## src/rtl/matrix_tx_formatter.sv

```systemverilog
// matrix_tx_formatter: prints a stored matrix (up to MAX_DIM x MAX_DIM,
// 8-bit unsigned elements) as decimal ASCII text for a UART TX stage.
// Elements in a row are separated by a single space and every row ends
// with CR LF. Elements are fetched row-major from synchronous storage.
module matrix_tx_formatter #(
  parameter int MAX_DIM = 5,
  parameter int ADDR_W  = 5
) (
  input  logic              clk,
  input  logic              rst,
  input  logic              start,
  input  logic [2:0]        rows,
  input  logic [2:0]        cols,
  output logic [ADDR_W-1:0] rd_addr,
  input  logic [7:0]        rd_data,
  output logic [7:0]        tx_data,
  output logic              tx_valid,
  input  logic              tx_ready,
  output logic              busy,
  output logic              done
);

  typedef enum logic [3:0] {
    IDLE, FETCH, WAIT, CONV, SEND_DIG, SEND_SP, SEND_CR, SEND_LF, FIN
  } state_t;

  localparam logic [3:0] MAXD = 4'(MAX_DIM);

  state_t     state_q, state_d;
  logic [2:0] rows_q, rows_d;
  logic [2:0] cols_q, cols_d;
  logic [2:0] r_q, r_d;
  logic [2:0] c_q, c_d;
  // Index of the digit being sent: 2 = hundreds, 1 = tens, 0 = ones.
  logic [1:0] didx_q, didx_d;

  logic [7:0] val_q;
  logic [3:0] hund_q, tens_q, ones_q;
  logic [3:0] cur_dig;
  logic       dims_ok;

  // Split an 8-bit value into {hundreds, tens, ones} decimal digits.
  function automatic logic [11:0] split_dec(input logic [7:0] v);
    logic [3:0] h, t, o;
    h = 4'(v / 8'd100);
    t = 4'((v % 8'd100) / 8'd10);
    o = 4'(v % 8'd10);
    return {h, t, o};
  endfunction

  // Index of the most significant non-zero digit (no leading zeros; 0 prints as "0").
  function automatic logic [1:0] first_digit(input logic [7:0] v);
    if (v >= 8'd100)     return 2'd2;
    else if (v >= 8'd10) return 2'd1;
    else                 return 2'd0;
  endfunction

  assign dims_ok = (rows != 3'd0) && ({1'b0, rows} <= MAXD) &&
                   (cols != 3'd0) && ({1'b0, cols} <= MAXD);

  // Control state: FSM state, latched dimensions and element counters.
  always_ff @(posedge clk) begin
    if (rst) begin
      state_q <= IDLE;
      rows_q  <= 3'd0;
      cols_q  <= 3'd0;
      r_q     <= 3'd0;
      c_q     <= 3'd0;
      didx_q  <= 2'd0;
    end else begin
      state_q <= state_d;
      rows_q  <= rows_d;
      cols_q  <= cols_d;
      r_q     <= r_d;
      c_q     <= c_d;
      didx_q  <= didx_d;
    end
  end

  // Element datapath: capture storage data in WAIT, split to digits in CONV.
  always_ff @(posedge clk) begin
    if (state_q == WAIT) val_q <= rd_data;
    if (state_q == CONV) {hund_q, tens_q, ones_q} <= split_dec(val_q);
  end

  // Next-state logic, counter updates and registered-state-derived outputs.
  always_comb begin
    state_d  = state_q;
    rows_d   = rows_q;
    cols_d   = cols_q;
    r_d      = r_q;
    c_d      = c_q;
    didx_d   = didx_q;
    tx_valid = 1'b0;
    tx_data  = 8'h00;
    busy     = (state_q != IDLE);
    done     = 1'b0;
    rd_addr  = ADDR_W'({5'd0, r_q} * {5'd0, cols_q} + {5'd0, c_q});

    case (didx_q)
      2'd2:    cur_dig = hund_q;
      2'd1:    cur_dig = tens_q;
      default: cur_dig = ones_q;
    endcase

    case (state_q)
      IDLE: begin
        if (start) begin
          rows_d  = rows;
          cols_d  = cols;
          r_d     = 3'd0;
          c_d     = 3'd0;
          state_d = dims_ok ? FETCH : FIN;
        end
      end
      FETCH: state_d = WAIT;
      WAIT:  state_d = CONV;
      CONV: begin
        didx_d  = first_digit(val_q);
        state_d = SEND_DIG;
      end
      SEND_DIG: begin
        tx_valid = 1'b1;
        tx_data  = 8'h30 + {4'd0, cur_dig};
        if (tx_ready) begin
          if (didx_q != 2'd0)             didx_d  = didx_q - 2'd1;
          else if (c_q == cols_q - 3'd1)  state_d = SEND_CR;
          else                            state_d = SEND_SP;
        end
      end
      SEND_SP: begin
        tx_valid = 1'b1;
        tx_data  = 8'h20;
        if (tx_ready) begin
          c_d     = c_q + 3'd1;
          state_d = FETCH;
        end
      end
      SEND_CR: begin
        tx_valid = 1'b1;
        tx_data  = 8'h0D;
        if (tx_ready) state_d = SEND_LF;
      end
      SEND_LF: begin
        tx_valid = 1'b1;
        tx_data  = 8'h0A;
        if (tx_ready) begin
          c_d = 3'd0;
          if (r_q == rows_q - 3'd1) begin
            state_d = FIN;
          end else begin
            r_d     = r_q + 3'd1;
            state_d = FETCH;
          end
        end
      end
      FIN: begin
        done    = 1'b1;
        state_d = IDLE;
      end
      default: state_d = IDLE;
    endcase
  end

endmodule

```

## config.mk

```make
export PLATFORM = sky130hd
export DESIGN_NAME = matrix_tx_formatter
export DESIGN_NICKNAME = d
export VERILOG_FILES = /design/src/rtl/matrix_tx_formatter.sv
export SDC_FILE = /design/constraint.sdc
export NUM_CORES = 1
export LEC_CHECK = 0
export BUFFER_PORTS_ARGS = -buffer_cell sky130_fd_sc_hd__buf_2
export CAP_MARGIN = 0
export CORE_MARGIN = 4
export CORE_UTILIZATION = 62
export CTS_CLUSTER_DIAMETER = 200
export DETAILED_ROUTE_END_ITERATION = 10
export GPL_TIMING_DRIVEN = 0
export HOLD_SLACK_MARGIN = 0.1
export PLACE_DENSITY = 0.95
export SLEW_MARGIN = 40
export SYNTH_ARGS = -nofsm -noshare
export SYNTH_HDL_FRONTEND = slang
export SYNTH_SLANG_ARGS = --single-unit
```

## constraint.sdc

```tcl
create_clock -name clk -period 4.1 [get_ports clk]
set_input_delay 0.82 -clock clk [delete_from_list [all_inputs] [get_ports clk]]
set_output_delay 0.82 -clock clk [all_outputs]
set_load 0.05 [all_outputs]
```

==> impl_metrics.ini <==
[outcome]
status = finished, final reports clean

[clock_network]
cts-resized-gates = 0
cts.sinks = 36
clkTransAtPathRegs_ps = 80
holdBufCountCts = 0
cts_root_buffer = clkbuf_8
clk_latency_ps = 290
cts_buffer_depth = 2
cts-buffers-inserted = 5
post_cts_buffers = 0
htreeDepth = 2
cts_tree = yes

[synth]
ys_seq_area_frac = 0.3135
synth_edf_count = 18
synth_fa_ha_area_frac = 0.09447
synth-simple-area-share = 0.2294
yosys-top-cells-count = 29 x nand2_1, 27 x a21oi_1, 23 x nor2_1
ys_types = 73
syn_avg_cell_area_um2 = 8.736
netlist.area_leader.share = 0.1881
synth_most_common_cell = nand2_1
ys_ff_latch = 36
syn_inst = 329
ys_warn_count = 0
synth_top_family_by_area = simple AND/OR/NAND/NOR gates
syn_area_mm2 = 0.002874
synth_ff_type = edfxtp_1
async_flop_share = 0
synth_compound_area_frac = 0.1994
yosys.area.top_type = edfxtp_1
yosys-top-cells-area = edfxtp_1 19%, dfxtp_1 13%, ha_1 7.0%, a21oi_1 4.7%, nand2_1 3.8%
synthMuxAreaShare = 0.02438
synthXorXnorAreaFrac = 0.06182

[drt]
drtAntennaViolNets = 0
drc = 0
first_iter_violations = 284
vias = 2637
wl_per_cell_um = 16.64
drtPass1Iterations = 5
via_per_inst = 6.279
routed_wl_mm = 6.990

[timing]
maxSlewHeadroom = 0.6362
slew_violations = 0
min_period_over_period = 0.9403
holdWs_ps = 429.9
hold_violations = 0
tightest_slew_ps = 545.7
fmaxAchievable_mhz = 259.4
period_needed_ps = 3855
finalSetupTns_ps = 0
rsz0062_at_grt = no
fin_skew_ps = 7.774
setup_viol = 0

[grt]
first_global_vias = 2562
overflow = 0
grt_usage = 0.2436
grt_max_degree = 13
antenna_found_initial = 0
grt_pass1_wl_mm = 11.77

[floorplanning]
core_mm2 = 0.004414
num_rows = 24
pin_count = 34
die_h_um = 76.09
die_x_um = 76.09
start_util = 0.6511
die_area_mm2 = 0.005789

[min_path]
hp-class = flip-flop to flip-flop

[critical_path]
cp-end-kind = output pin
rr_worst_depth = 10
arrival_ps = 3040
cp-start-kind = flip-flop
cp.required_ps = 3280
r2r_slack_ps = 1680
crit_end = rd_addr[4]
crit_type = flip-flop to output pin
reg2reg_to = ones_q[3]
path_max_fanout = 6
r2r_start = val_q[6]
startpoint = r_q[0]

[layout]
diodes = 0
syn2layout_area_growth_pct = 10.84
fin_nets = 404
instances_no_fill = 420
post_route_cells_drive_above_1_share = 0.1875
postLayoutCoreUtil = 0.7217

[pwr]
totalPowerFinal_mw = 1.633
powerDensity_mw_per_mm2 = 512.5
leakagePower_nw = 1.364
ir_drop_mv = 0.5024

[placed_design]
dp_cells = 412
hpwl_mm = 5.284
gp_congestion = 0.9257
portBuffers = 30

[job]
cap_violations = 0
[stage by stage]
stage / area [um^2] / setup WS, ps
2_1_floorplan: 2878 / 453.4
3_3_place_gp: 3093 / 641.4
3_5_place_dp: 3093 / 567.3
4_1_cts: 3186 / 242.2
5_1_grt: 3186 / 90.03
6_report: 3186 / 244.7
[state kept, by name, indices dropped and copies added, names as in the netlist]
name / count
val_q: 8
ones_q: 4
state_q: 4
tens_q: 4
c_q: 3
cols_q: 3
r_q: 3
rows_q: 3
didx_q: 2
hund_q: 2
[cell usage in the layout, fill, tap and decap left out, types with 12 or more instances in the layout]
cell      count
buf_2        40
dfxtp_1      18
nand2_1      29
nand3_1      13
nor2_1       23
ha_1         16
inv_1        17
edfxtp_1     18
o21ai_0      12
a21oi_1      27
[kinds of logic after synthesis]
family,Yosys count
flops,36
xor+xnor,17
compound gates,82
simple gates,122
other cells,1
buf+inv,44
fa+ha+maj,20
mux,7
[layer usage]
layer,routed length [um],GRT usage,vias up
li1,-,-,1255
met1,3000,0.3328,1240
met2,3276,0.3733,122
met4,153,0.1049,0
met3,559,0.04846,20
met5,0,0,-
[layout make-up]
class                      count  area [um^2]
clock buffer                   7        86.33
fill                         319         1229
sequential                    36        900.9
timing repair buffer          30        150.1
buffer                        24        140.1
tap                           52        65.06
clock inverter                 1        6.256
multi-input combinational    250         1759
inverter                      20        77.57
[report_power, final]
group	leakage, nW	switching (mW)	internal [mW]
Combinational	1.01	0.586	0.305
Clock	0.0488	0.126	0.137
Sequential	0.309	0.0415	0.437
[how the worst min path moves through the flow]
stage                  start        end  slack, ps  depth (start not counted)
floorplan           val_q[0]  ones_q[0]        400                          0
global placement    val_q[0]  ones_q[0]        400                          0
detailed placement  val_q[0]  ones_q[0]        410                          0
CTS                 val_q[0]  ones_q[0]        430                          0
global route        val_q[0]  ones_q[0]        450                          0
finish              val_q[0]  ones_q[0]        430                          0
[worst max-delay path: stages (launching register included)]
cell	delay, ps
dfxtp_1	490
nand2_1	140
fa_1	510
fa_1	510
inv_1	70
ha_1	300
a21o_1	150
a21oi_1	160
xnor2_1	120
buf_2	270
(Power assumes the default switching activity.)
